==> src/rtl/mmio_hex_display_pkg.sv <==
// mmio_hex_display_pkg: shared addresses, enums and segment encoder for the hex display block
package mmio_hex_display_pkg;
  localparam logic [31:0] HEX_LO_ADDR = 32'h0000_0400;
  localparam logic [31:0] HEX_HI_ADDR = 32'h0000_0404;
  localparam logic [31:0] CTRL_ADDR = 32'h0000_0408;
  localparam logic [6:0] SEG_OFF = 7'h7F;
  typedef enum logic [1:0] {XFER_BYTE, XFER_HALF, XFER_WORD, XFER_RSVD} xfer_size_e;
  typedef enum logic [1:0] {BLANK, FLASH, SHOW} pair_state_e;
  function automatic logic [6:0] seg(input logic [3:0] n);
    case (n)
      4'h0: seg = 7'h40;
      4'h1: seg = 7'h79;
      4'h2: seg = 7'h24;
      4'h3: seg = 7'h30;
      4'h4: seg = 7'h19;
      4'h5: seg = 7'h12;
      4'h6: seg = 7'h02;
      4'h7: seg = 7'h78;
      4'h8: seg = 7'h00;
      4'h9: seg = 7'h10;
      4'hA: seg = 7'h08;
      4'hB: seg = 7'h03;
      4'hC: seg = 7'h46;
      4'hD: seg = 7'h21;
      4'hE: seg = 7'h06;
      default: seg = 7'h0E;
    endcase
  endfunction
endpackage

==> src/rtl/mmio_hex_display_pair.sv <==
// hex_pair_fsm: one digit pair's byte register, blank/flash/show sequencing and registered segment outputs
module hex_pair_fsm
  import mmio_hex_display_pkg::*;
#(
  parameter int FLASH_CYCLES = 4
) (
  input  logic       clk,
  input  logic       reset,
  input  logic       load,
  input  logic [7:0] data,
  input  logic       blank,
  output logic [6:0] hex_lo,
  output logic [6:0] hex_hi
);
  localparam int CW = FLASH_CYCLES > 1 ? $clog2(FLASH_CYCLES) : 1;
  pair_state_e state_q, state_d;
  logic [CW-1:0] cnt_q, cnt_d;
  logic [7:0] byte_q;
  logic show;
  // a load always (re)starts the flash window, whatever state the pair is in
  always_comb begin
    state_d = load ? FLASH : (state_q == FLASH && cnt_q == '0) ? SHOW : state_q;
    cnt_d = load ? CW'(FLASH_CYCLES - 1) : (state_q == FLASH && cnt_q != '0) ? cnt_q - 1'b1 : cnt_q;
    show = state_q == SHOW && !blank;
  end
  always_ff @(posedge clk) begin
    if (reset) begin
      state_q <= BLANK;
      cnt_q <= '0;
      byte_q <= 8'h00;
      hex_lo <= SEG_OFF;
      hex_hi <= SEG_OFF;
    end else begin
      state_q <= state_d;
      cnt_q <= cnt_d;
      if (load) byte_q <= data;
      hex_lo <= show ? seg(byte_q[3:0]) : SEG_OFF;
      hex_hi <= show ? seg(byte_q[7:4]) : SEG_OFF;
    end
  end
endmodule

==> src/rtl/mmio_hex_display.sv <==
// mmio_hex_display: snoops MEM-stage stores and drives four 7-segment digits from mapped display registers
module mmio_hex_display
  import mmio_hex_display_pkg::*;
#(
  parameter int FLASH_CYCLES = 4,
  parameter int BLINK_DIV = 24
) (
  input  logic        clk,
  input  logic        reset,
  input  logic        write_en,
  input  logic [31:0] address,
  input  logic [31:0] write_data,
  input  logic [1:0]  xfer_size,
  output logic [6:0]  HEX0,
  output logic [6:0]  HEX1,
  output logic [6:0]  HEX2,
  output logic [6:0]  HEX3,
  output logic [6:0]  HEX4,
  output logic [6:0]  HEX5,
  output logic [7:0]  update_cnt
);
  logic store, lo_wr, hi_wr, ctrl_wr, blank;
  logic [1:0] ctrl_q;
  logic [BLINK_DIV-1:0] blink_q;
  logic unused;
  // only the low byte of any store size reaches the display
  assign unused = &{1'b0, write_data[31:8]};
  assign store = write_en && xfer_size_e'(xfer_size) != XFER_RSVD;
  assign lo_wr = store && address == HEX_LO_ADDR;
  assign hi_wr = store && address == HEX_HI_ADDR;
  assign ctrl_wr = store && address == CTRL_ADDR;
  assign blank = ctrl_q[0] || (ctrl_q[1] && blink_q[BLINK_DIV-1]);
  assign HEX4 = SEG_OFF;
  assign HEX5 = SEG_OFF;
  always_ff @(posedge clk) begin
    if (reset) begin
      ctrl_q <= 2'b00;
      update_cnt <= 8'd0;
      blink_q <= '0;
    end else begin
      blink_q <= blink_q + 1'b1;
      if (ctrl_wr) ctrl_q <= write_data[1:0];
      if (lo_wr || hi_wr || ctrl_wr) update_cnt <= update_cnt + 8'd1;
    end
  end
  hex_pair_fsm #(.FLASH_CYCLES(FLASH_CYCLES)) u_lo (
    .clk(clk), .reset(reset), .load(lo_wr), .data(write_data[7:0]), .blank(blank),
    .hex_lo(HEX0), .hex_hi(HEX1)
  );
  hex_pair_fsm #(.FLASH_CYCLES(FLASH_CYCLES)) u_hi (
    .clk(clk), .reset(reset), .load(hi_wr), .data(write_data[7:0]), .blank(blank),
    .hex_lo(HEX2), .hex_hi(HEX3)
  );
endmodule
==> config.mk <==
export PLATFORM = sky130hd
export DESIGN_NAME = mmio_hex_display
export DESIGN_NICKNAME = d
export VERILOG_FILES = /design/src/rtl/mmio_hex_display_pkg.sv /design/src/rtl/mmio_hex_display_pair.sv /design/src/rtl/mmio_hex_display.sv
export SDC_FILE = /design/constraint.sdc
export NUM_CORES = 1
export LEC_CHECK = 0
export BUFFER_PORTS_ARGS = -buffer_cell sky130_fd_sc_hd__buf_2
export CORE_UTILIZATION = 50
export DETAILED_ROUTE_END_ITERATION = 10
export PLACE_DENSITY_LB_ADDON = 0.3
export SETUP_SLACK_MARGIN = 0.05
export SLEW_MARGIN = 10
export SYNTH_ARGS = -nofsm -noshare
export SYNTH_HDL_FRONTEND = slang
export SYNTH_HIERARCHICAL = 1
export SYNTH_SLANG_ARGS = --single-unit
==> constraint.sdc <==
create_clock -name clk -period 7.8 [get_ports clk]
set_input_delay 1.56 -clock clk [delete_from_list [all_inputs] [get_ports clk]]
set_output_delay 1.56 -clock clk [all_outputs]
set_load 0.005 [all_outputs]
# --- Word-level counts from Yosys, hierarchy flattened ---
# Memories as Yosys holds them, arrays and structs flattened. A register that Yosys moved wholly into a read port is not among the register bits.
# Index checks and enable logic that the tools add are counted.
word_totals:
  n_memories: 4
  output_inout_bits: 50
  input_bits: 69
  reg_bits: 58
  word_cells: 64
  romBits: 448
mem_list:
  columns: ["name", "depth", "width", "read_ports", "rd_ports_with_merged_regs", "write_ports", "line", "rtl"]
  rows:
  - ["(no name shown)", 16, 7, 1, 1, 0, "mmio_hex_display_pkg.sv:10", "case (n)"]
  - ["(no name shown)", 16, 7, 1, 1, 0, "mmio_hex_display_pkg.sv:10", null]
  - ["(no name shown)", 16, 7, 1, 1, 0, "mmio_hex_display_pkg.sv:10", null]
  - ["(no name shown)", 16, 7, 1, 1, 0, "mmio_hex_display_pkg.sv:10", null]
classes:
  n_eq_ne: 8
  reduce_logical: 27
  mux: 8
  n_bitwise: 2
  add_sub_neg: 4
op_table:
  columns: ["op", "count"]
  rows:
  - ["32-bit by 11-bit == test with 1-bit output, second input constant", 3]
  - ["24-bit by 1-bit adder with 24-bit output, second input constant", 1]
  - ["2-bit nonzero test", 6]
  - ["1-bit logical AND", 11]
  - ["8-bit by 1-bit adder with 8-bit output, second input constant", 1]
  - ["2-bit 2-to-1 mux", 4]
  - ["2-bit OR reduction", 4]
  - ["2-bit by 1-bit == test with 1-bit output, second input constant", 2]
  - ["2-bit == test, second input constant", 2]
  - ["2-bit logical NOT", 2]
  - ["1-bit 2-to-1 mux", 4]
  - ["2-bit by 1-bit subtractor with 2-bit output, second input constant", 2]
  - ["1-bit logical OR", 3]
  - ["2-bit inequality test, second input constant", 1]
  - ["1-bit inverter", 2]
  - ["1-bit logical NOT", 1]

# --- Longest topological paths before layout ---
# Gate-level depths: netlist (run 1).
logic_depth:
  word_depth: 6
  ltp_mapped: 8
  ltp_nobuf: 6

# --- By module ---
# The synthesis (run 1) kept the hierarchy.
by_module_without_submodules:
  columns: ["mod", "seq_area_each_um2", "area_per_inst_um2", "instances", "cells_each"]
  rows:
  - ["mmio_hex_display", 680.7, 1744.2, 1, 204]
  - ["hex_pair_fsm at u_lo", 520.5, 1317.5, 1, 133]
  - ["hex_pair_fsm at u_hi", 520.5, 1316.3, 1, 133]

# --- Worst setup path before layout (run 1) ---
# OpenSTA, ideal clock, no wires.
synth_timing:
  kind: "input-to-reg"
  from: "input port address[1]"
  to: "register u_hi.byte_q[0]"
  t_arrival_ns: 3.415
  stages: 8
  t_required_ns: 7.672
  setup_ns: 0.128
  slack_ns: 4.257
  n_path_buf: 2
  cell_sequence: "or4b_4 nor4_4 nand4_2 buf_6 nor3b_1 buf_2 mux2i_1 nor2_1"
synth_between:
  elab_chain_cells: 2
synth_rtl:
  columns: ["element", "line", "rtl"]
  rows:
  - ["start, declared", "mmio_hex_display.sv:11", "input logic [31:0] address,"]
  - ["32-bit by 11-bit == test with 1-bit output", "mmio_hex_display.sv:30", "assign hi_wr = store && address == HEX_HI_ADDR;"]
  - ["1-bit logical AND", "mmio_hex_display.sv:30", null]
  - ["named net hi_wr", "mmio_hex_display.sv:22", "logic store, lo_wr, hi_wr, ctrl_wr, blank;"]
  - ["end signal, assigned", "mmio_hex_display_pair.sv:36", "if (load) byte_q <= data;"]
  - ["end, declared", "mmio_hex_display_pair.sv:18", "logic [7:0] byte_q;"]
# The timed path passes the listed nets, and every way through them passes these cells.
# A chain may end at the register's enable or synchronous reset.

# --- Worst setup path after layout (run 1) ---
layout_timing:
  from: "input port address[1]"
  to: "register u_hi.cnt_q[1]"
layout_between:
  elab_chain_cells: 3
  elab_cells_between_ends: 4
  cone_classes: "1 x eq/ne; 1 x mux; 2 x reduce/logical"
layout_rtl:
  columns: ["element", "line", "rtl"]
  rows:
  - ["32-bit by 11-bit == test with 1-bit output (*)", "mmio_hex_display.sv:30", null]
  - ["1-bit logical AND (*)", "mmio_hex_display.sv:30", null]
  - ["named net hi_wr", "mmio_hex_display.sv:22", null]
  - ["2-bit 2-to-1 mux or 2-bit nonzero test (tied branches)", null, null]
  - ["end signal, assigned", "mmio_hex_display_pair.sv:35", "cnt_q <= cnt_d;"]
  - ["end, declared", "mmio_hex_display_pair.sv:17", "logic [CW-1:0] cnt_q, cnt_d;"]
# Mark *: on every way through the listed nets, which the timed path passes. The rest lies on a longest branch.

==> results of run 1 <==
[state kept, by name, summed over array words and instances (netlist names), 7 cells and up]
register     count
blink_q         24
u_lo/byte_q      8
u_hi/hex_lo      7
u_lo/hex_hi      7
update_cnt       8
u_hi/hex_hi      7
u_lo/hex_lo      7
u_hi/byte_q      8
[logic make-up (layout without fill, tap and decap cells)]
| family | after synthesis | in the layout | synth area share [%] |
|---|---|---|---|
| AOI/OAI and AO/OA | 83 | 83 | 12.3 |
| xor gates and xnor gates | 21 | 21 | 4.20 |
| adders and majority gates | 32 | 32 | 9.15 |
| buffers and inverters | 58 | 121 | 7.12 |
| DFF | 86 | 86 | 39.3 |
| muxes | 28 | 28 | 6.52 |
| other | 1 | 14 | 0.0857 |
| and+or+nand+nor | 161 | 161 | 21.3 |
[worst max-delay path: cells and delay by family]
kind | cells | cell delay, ps
AO/OA/AOI/OAI | 1 | 270
buffers and inverters | 2 | 300
AND/OR/NAND/NOR | 4 | 2100
[area by class of cell]
| cell class | count | area [sq um] |
|---|---|---|
| Clock buffer | 11 | 131 |
| Clock inverter | 4 | 72.6 |
| Fill cell | 731 | 3380 |
| Inverter | 25 | 93.8 |
| Multi-Input combinational cell | 339 | 2400 |
| Sequential cell | 86 | 1720 |
| Tap cell | 105 | 131 |
| Timing Repair Buffer | 81 | 408 |
[power breakdown]
part | switching (uW) | internal, uW | total, uW | leakage [uW]
Sequential | 1.17 | 440 | 441 | 0.000694
Combinational | 14.1 | 11.3 | 25.3 | 0.000999
Clock | 151 | 179 | 330 | 0.0000994
[metrics by stage]
step | hold slack [ps] | cell area (sq um) | setup slack (ps) | total power (uW)
3_5_place_dp | 454 | 4760 | 3440 | 477
3_3_place_gp | 441 | 4760 | 3560 | 476
5_1_grt | 510 | 4960 | 3650 | 827
2_1_floorplan | 426 | 4430 | 4260 | 467
4_1_cts | 473 | 4960 | 3820 | 808
6_report | 470 | 4960 | 3810 | 796
[cell usage in the layout (no fill, tap or decap), types with 4 or more instances in the layout]
cell type   n
nor2b_1    13
o31a_1      6
o211ai_1   10
xor2_1      8
and4_1      6
a21oi_1    18
dfxtp_1    86
nor3_1     11
nand2_1    15
or3_1       9
nand2b_1    7
xnor2_1    13
buf_2      80
clkbuf_8    9
inv_1      25
o21ai_0    21
mux2i_1    24
o21ai_1     7
ha_1       32
o311ai_1   10
nand3_1    20
nand4_1     9
mux2_2      4
conb_1     14
nor2_1     43
[worst min-delay path by stage]
stage,start,endpoint,slack (ps),depth (start not counted)
2_1_floorplan,blink_q[0],blink_q[0],430,1
3_3_place_gp,blink_q[0],blink_q[0],440,1
3_5_place_dp,blink_q[0],blink_q[0],450,1
4_1_cts,blink_q[0],blink_q[0],470,1
5_1_grt,blink_q[0],blink_q[0],510,1
6_report,blink_q[0],blink_q[0],470,1
[routing by layer]
| metal | track usage [%] | part of all wire, % |
|---|---|---|
| met1 | 24.4 | 47 |
| met2 | 34.0 | 47 |
| met3 | 3.19 | 4.2 |
| met4 | 9.33 | 1.6 |
| met5 | 0 | 0 |
==> results.toml, run 1 <==
[sta]
tightest_slew_ps = 1050
final_max_slew_viol_count = 0
fin_skew_ps = 8.90
hold_viol = 0
setup-tns-final_ps = 0
timing.slew.headroom_pct = 29.9
period_share_pct = 51.2
grt_setup_unrepaired = "false"
fin_crit_ps = 3990
max_freq_ghz = 0.251
setup_viol = 0

[routing]
num_vias = 3507
wl_mm = 8.39
routed_via_density = 5.39
first_pass_iters = 4
ant_nets = 0
drc_errors = 0
wl_per_cell_um = 12.9
drtIter0Drc = 149

[floorplanning]
core-area_sq_um = 8340
die_width_um = 95.6
chipHeight_um = 95.6
io_pins = 119
start_util_pct = 52.5
num_rows = 33
die_area_sq_um = 9130

[cts]
cts_resized = 0
htreeDepth = 3
cts_made_buffers = 9
cts_tree = "done"
clk_pin_slew_worst_paths_ps = 80
clock-root-buffer = "clkbuf_8"
cts_hold_repair.buffers = 0
postCtsSetupRepairBufs = 0
cts.path.max_buffers = 2
clk_latency_ps = 350
cts.sinks = 86

[global_route]
grt_max_degree = 38
grt_pass1_vias = 3244
grt_usage_pct = 19.9
grt_pass1_wl_mm = 14.2
antenna_found_initial = 0
globalRoute.totalOverflow = 0

[logic_synthesis]
ys_top_cells_by_area = "dfxtp_1 (39%), ha_1 (9.1%), mux2i_1 (5.5%), nor2_1 (3.7%), buf_4 (2.9%)"
ys_ff_latch = 86
synth.distinct_cells = 50
syn_area_sq_um = 4380
synth_edf_count = 0
synth_warnings = 6
yosysTopAreaCell = "dfxtp_1"
async_flop_share_pct = 0
synth.top_cell.area_share_pct = 39.3
synth_common_cells = "dfxtp_1 (86), nor2_1 (43), ha_1 (32)"
syn_inst = 470
yosysSeqAreaShare_pct = 39.3
syn_area_per_cell_sq_um = 9.31
synth_ff_type = "dfxtp_1"
synth_most_common_cell = "dfxtp_1"

[finish]
area_growth_pct = 13.3
diodes = 0
postLayoutCoreUtil_pct = 59.5
drive_gt1_share_pct = 20.9
finalNonFillerCells = 651
finalNetCount = 643

[critical_path]
critical_path.max_stage_delay_ps = 940
regToRegSetupSlack_ps = 6010
r2r_end = "blink_q[20]"
reg2regPathDepth = 5
startpoint_type = "input pin"
crit_arrival_ps = 4240
path_class = "in2reg"
worstPathRequired_ps = 8050
r2r_start = "blink_q[0]"
path_cells = "buf_2 -> or4b_4 -> nor4_4 -> nand4_2 -> nor3b_2 -> inv_1 -> a311oi_1"
crit_fanout = 15
cp-end-kind = "flip-flop"
crit_path_end = "u_hi/cnt_q[1]"
worstSetupStartpoint = "address[1]"
crit_slowest_cell = "nor3b_2"

[min_path]
min_path_type = "reg2reg"

[power]
p_per_area_nw_per_um2 = 160
power_leakage_uw = 0.00179
ir_drop_v = 0.0000780

[placed_design]
dp_cells = 636
hpwl_mm = 6.06
place.port_buffers = 80
place.gp.congestion = 0.810

[run_status]
status = "completed"

[flow_run]
drv_cap = 0
Note: power is estimated with default switching activity, not from simulation.
==> run 2: changes to the inputs <==
Settings changed: CORE_UTILIZATION 50 to 48.
Clock period 7.8 ns to 3.3 ns, I/O delays scaled along.
==> run 2 against run 1 <==
Flip-flop and latch count unchanged. Count of clock-buffer cells in the layout down 2. Non-clock buffer count grew 2. Die area is 4.1% higher. Global-route usage shrank 2.2 points. Power grew 140%. Critical path type unchanged.
==> results.toml, run 2 (synthesis results as in run 1) <==
[placed_design]
place.port_buffers = 80
hpwl_mm = 5.92
place.gp.congestion = 0.801

[critical_path]
path_cells = "buf_2 -> or4b_4 -> nor4_4 -> nand4_2 -> nor3b_2 -> buf_4 -> nor3_1 -> a311oi_1"
worstSetupStartpoint = "address[1]"
crit_fanout = 15
crit_arrival_ps = 2780
cp-end-kind = "flip-flop"
regToRegSetupSlack_ps = 1520
path_class = "in2reg"
reg2regPathDepth = 6
r2r_end = "blink_q[22]"
worstPathRequired_ps = 3560
r2r_start = "blink_q[0]"
critical_path.max_stage_delay_ps = 540
crit_slowest_cell = "or4b_4"
crit_path_end = "u_hi/cnt_q[1]"
startpoint_type = "input pin"

[flow_run]
drv_cap = 0

[sta]
final_max_slew_viol_count = 0
hold_viol = 0
timing.slew.headroom_pct = 50.8
setup_viol = 0
tightest_slew_ps = 734
fin_skew_ps = 7.09
fin_crit_ps = 2520
period_share_pct = 76.4
hold_ws_ps = 475
setup-tns-final_ps = 0
max_freq_ghz = 0.396
grt_setup_unrepaired = "false"

[global_route]
grt_pass1_vias = 3174
globalRoute.totalOverflow = 0
grt_usage_pct = 17.7
grt_max_degree = 44
antenna_found_initial = 0
grt_pass1_wl_mm = 13.9

[routing]
drc_errors = 0
wl_per_cell_um = 12.3
drtIter0Drc = 150
num_vias = 3445
first_pass_iters = 4
routed_via_density = 5.24
wl_mm = 8.11
ant_nets = 0

[power]
pwr-share-clk_pct = 43.3
p_comb_share_pct = 3.1
p_int_uw = 1500
power_leakage_uw = 0.00182
seqPwrFrac_pct = 53.7
p_per_area_nw_per_um2 = 388
ir_drop_v = 0.000249
p_sw_share_pct = 22.6
switchingPower_uw = 438

[finish]
diodes = 0
area_growth_pct = 14.4
finalNetCount = 645
seq_area_sq_um = 1720
multi_input_area_sq_um = 2400
nFillCells = 781
final_common_cell = "dfxtp_1"
largest_reg_flops = 24
largest-register = "blink_q"
drive_gt1_share_pct = 21.7
mostFrequentLayoutCells = "dfxtp_1 (86), buf_2 (80), nor2_1 (43)"

[cts]
cts_made_buffers = 9
cts_hold_repair.buffers = 0
clk_latency_ps = 360
cts.sinks = 86
cts_resized = 0
postCtsSetupRepairBufs = 0
cts.path.max_buffers = 2
cts_tree = "done"
clk_pin_slew_worst_paths_ps = 90
clock-root-buffer = "clkbuf_8"
htreeDepth = 3

[min_path]
min_path_type = "reg2reg"

[floorplanning]
num_rows = 34
io_pins = 119
die_area_sq_um = 9510
chipHeight_um = 97.5
start_util_pct = 50.0
core-area_sq_um = 8760
die_width_um = 97.5

[run_status]
status = "completed"
==> run 2: metrics by stage <==
stage                     std cells  setup slack [ps]  utilization (%)  power, uW  area [sq um]
after global placement          641               483             54.5       1130          4780
after CTS                       657               783             57.1       1970          5010
final                           657               777             57.1       1940          5010
after floorplan                 483               657                -       1100          4430
after detailed placement        641               411             54.5       1130          4780
after global routing            657               622             57.1       2020          5010
==> run 2: how the worst min path moves through the flow <==
stage | startpoint | endpoint | slack [ps] | depth (start not counted)
after floorplan | blink_q[0] | blink_q[0] | 430 | 1
after global placement | blink_q[0] | blink_q[0] | 440 | 1
after detailed placement | blink_q[0] | blink_q[0] | 460 | 1
after CTS | blink_q[0] | blink_q[0] | 480 | 1
after global routing | blink_q[0] | blink_q[0] | 500 | 1
final | blink_q[0] | blink_q[0] | 470 | 1
==> run 2: area by class of cell <==
| class | instances | share of cell area [%] |
|---|---|---|
| inverter | 25 | 1.87 |
| clock inverter | 7 | 2.12 |
| tap | 108 | 2.70 |
| timing repair buffer | 83 | 8.45 |
| multi-input combinational | 339 | 48.0 |
| clock buffer | 9 | 2.47 |
| sequential | 86 | 34.4 |
==> run 2: power by group through the flow <==
stage,Clock (uW),Combinational (uW),Sequential [uW]
2_1_floorplan,0,36.3,1070
3_3_place_gp,0,59.1,1070
3_5_place_dp,0,60.0,1070
4_1_cts,867,60.3,1040
5_1_grt,906,66.5,1040
6_report,841,59.8,1040
==> run 2: worst max-delay path: cells and delay by family <==
kind	cells	cell delay [ps]
AOI/OAI and AO/OA	1	280
and+or+nand+nor	5	1500
buffers and inverters	2	340
==> run 2: metal layers <==
layer / share of wire (%) / GRT usage, % / routed length (um)
met1: 47 / 21.5 / 3840
met2: 46 / 30.5 / 3750
met3: 4.6 / 3.24 / 375
met4: 1.8 / 7.81 / 147
met5: 0 / 0 / 0
==> run 3: changes to the inputs <==
Clock period 3.3 ns to 2.02 ns, I/O delays scaled along.
==> run 3 against run 2 <==
Core utilization rose by 1.7 points. Worst hold slack got worse by 170 ps. Non-clock buffer count rose by 11. Global-route usage rose by 0.66 points. Count of clock-buffer cells in the layout rose by 2. Critical path type unchanged. Critical endpoint is now update_cnt[6]. Largest cell class unchanged.
==> results.toml, run 3 (synthesis results as in run 1) <==
[run_status]
status = "completed"

[routing]
ant_nets = 0
wl_mm = 8.34
drc_errors = 0
wl_per_cell_um = 12.5
first_pass_iters = 4
drtIter0Drc = 95
routed_via_density = 5.31
num_vias = 3540

[sta]
timing.slew.headroom_pct = 63.9
fin_skew_ps = 10.1
hold_ws_ps = 309
setup_viol = 0
setup-tns-final_ps = 0
final_max_slew_viol_count = 0
period_share_pct = 98.1
max_freq_ghz = 0.505
hold_viol = 0
grt_setup_unrepaired = "true"
tightest_slew_ps = 541
fin_crit_ps = 1980

[floorplanning]
num_rows = 34
die_width_um = 97.5
core-area_sq_um = 8760
die_area_sq_um = 9510
chipHeight_um = 97.5
io_pins = 119
start_util_pct = 50.0

[finish]
largest_reg_flops = 24
nFillCells = 797
mostFrequentLayoutCells = "dfxtp_1 (86), buf_2 (79), nor2_1 (43)"
seq_area_sq_um = 1720
final_common_cell = "dfxtp_1"
drive_gt1_share_pct = 24.5
multi_input_area_sq_um = 2460
finalNetCount = 656
diodes = 0
area_growth_pct = 17.7
largest-register = "blink_q"

[global_route]
grt_usage_pct = 18.4
globalRoute.totalOverflow = 0
grt_max_degree = 35
antenna_found_initial = 0
grt_pass1_vias = 3286
grt_pass1_wl_mm = 14.3

[placed_design]
hpwl_mm = 6.14
place.gp.congestion = 0.799
place.port_buffers = 80

[critical_path]
r2r_end = "blink_q[20]"
reg2regPathDepth = 5
startpoint_type = "input pin"
r2r_start = "blink_q[0]"
worstPathRequired_ps = 2310
crit_arrival_ps = 2270
worstSetupStartpoint = "address[21]"
regToRegSetupSlack_ps = 260
path_class = "in2reg"
cp-end-kind = "flip-flop"
crit_fanout = 6

[min_path]
worstHoldStart = "write_data[6]"
min_path_type = "in2reg"
hold_depth = 3
hold_end = "u_hi/byte_q[6]"

[cts]
clock-root-buffer = "clkbuf_8"
cts_hold_repair.buffers = 0
cts.sinks = 86
cts_made_buffers = 9
htreeDepth = 3
clk_pin_slew_worst_paths_ps = 80
clk_latency_ps = 350
cts_tree = "done"
cts.path.max_buffers = 2

[power]
p_per_area_nw_per_um2 = 579
power_leakage_uw = 0.00189
power.total_uw = 2980
ir_drop_v = 0.000368

[flow_run]
drv_cap = 0
==> run 3: cell types whose count changed in the layout (fill, tap and decap cells not counted), sizes merged <==
cell	previous run	this run
buf	83	94
clkbuf	9	11
inv	27	25
bufinv	2	1
clkinv	3	2
clkinvlp	0	1
==> run 3: where the power goes <==
group | switching, uW | internal, uW
Combinational | 57.0 | 46.7
Sequential | 4.48 | 1700
Clock | 582 | 595
Total | 644 | 2340
==> run 3: metrics by stage <==
stage	cells	utilization [%]	worst slack [ps]	area, sq um
after floorplan	483	-	-208	4460
after global placement	650	55.6	-337	4880
after detailed placement	650	55.6	-389	4880
after CTS	667	58.1	25.0	5090
after global routing	667	58.8	-25.1	5150
final	667	58.8	39.2	5150
==> run 3: layout make-up <==
class | count | area share, %
inverter | 25 | 1.82
clock inverter | 4 | 0.923
sequential | 86 | 33.4
clock buffer | 11 | 2.74
multi-input combinational | 339 | 47.8
tap | 108 | 2.62
timing repair buffer | 94 | 10.6
==> run 3: worst max-delay path by stage <==
stage	end
2_1_floorplan	u_hi/byte_q[0]
3_3_place_gp	update_cnt[2]
3_5_place_dp	update_cnt[2]
4_1_cts	update_cnt[5]
5_1_grt	u_lo/cnt_q[1]
6_report	update_cnt[6]
==> run 3: per-layer routing <==
layer / vias to the layer above / global-route usage, % / share of wire (%)
li1: 1789 / - / -
met1: 1649 / 22.9 / 46
met2: 92 / 31.0 / 48
met3: 10 / 4.17 / 4.6
met4: 0 / 6.67 / 1.4
met5: - / 0 / 0
==> run 3: what timing repair did <==
| item | 4_1_cts | 5_1_grt |
|---|---|---|
| cloned | 0 | 0 |
| pin swaps | 9 | 6 |
| resized for setup | 6 | 12 |
| endpoints found under the setup margin | 2 | 23 |
| buffers inserted | 2 | 0 |
==> run 3: worst max-delay path: stages <==
cell and delay [ps]:
buf_6 90, or4_4 540, nor4_4 310, nand4_4 160, buf_6 170, buf_6 110, or3_4 350, a21oi_2 130
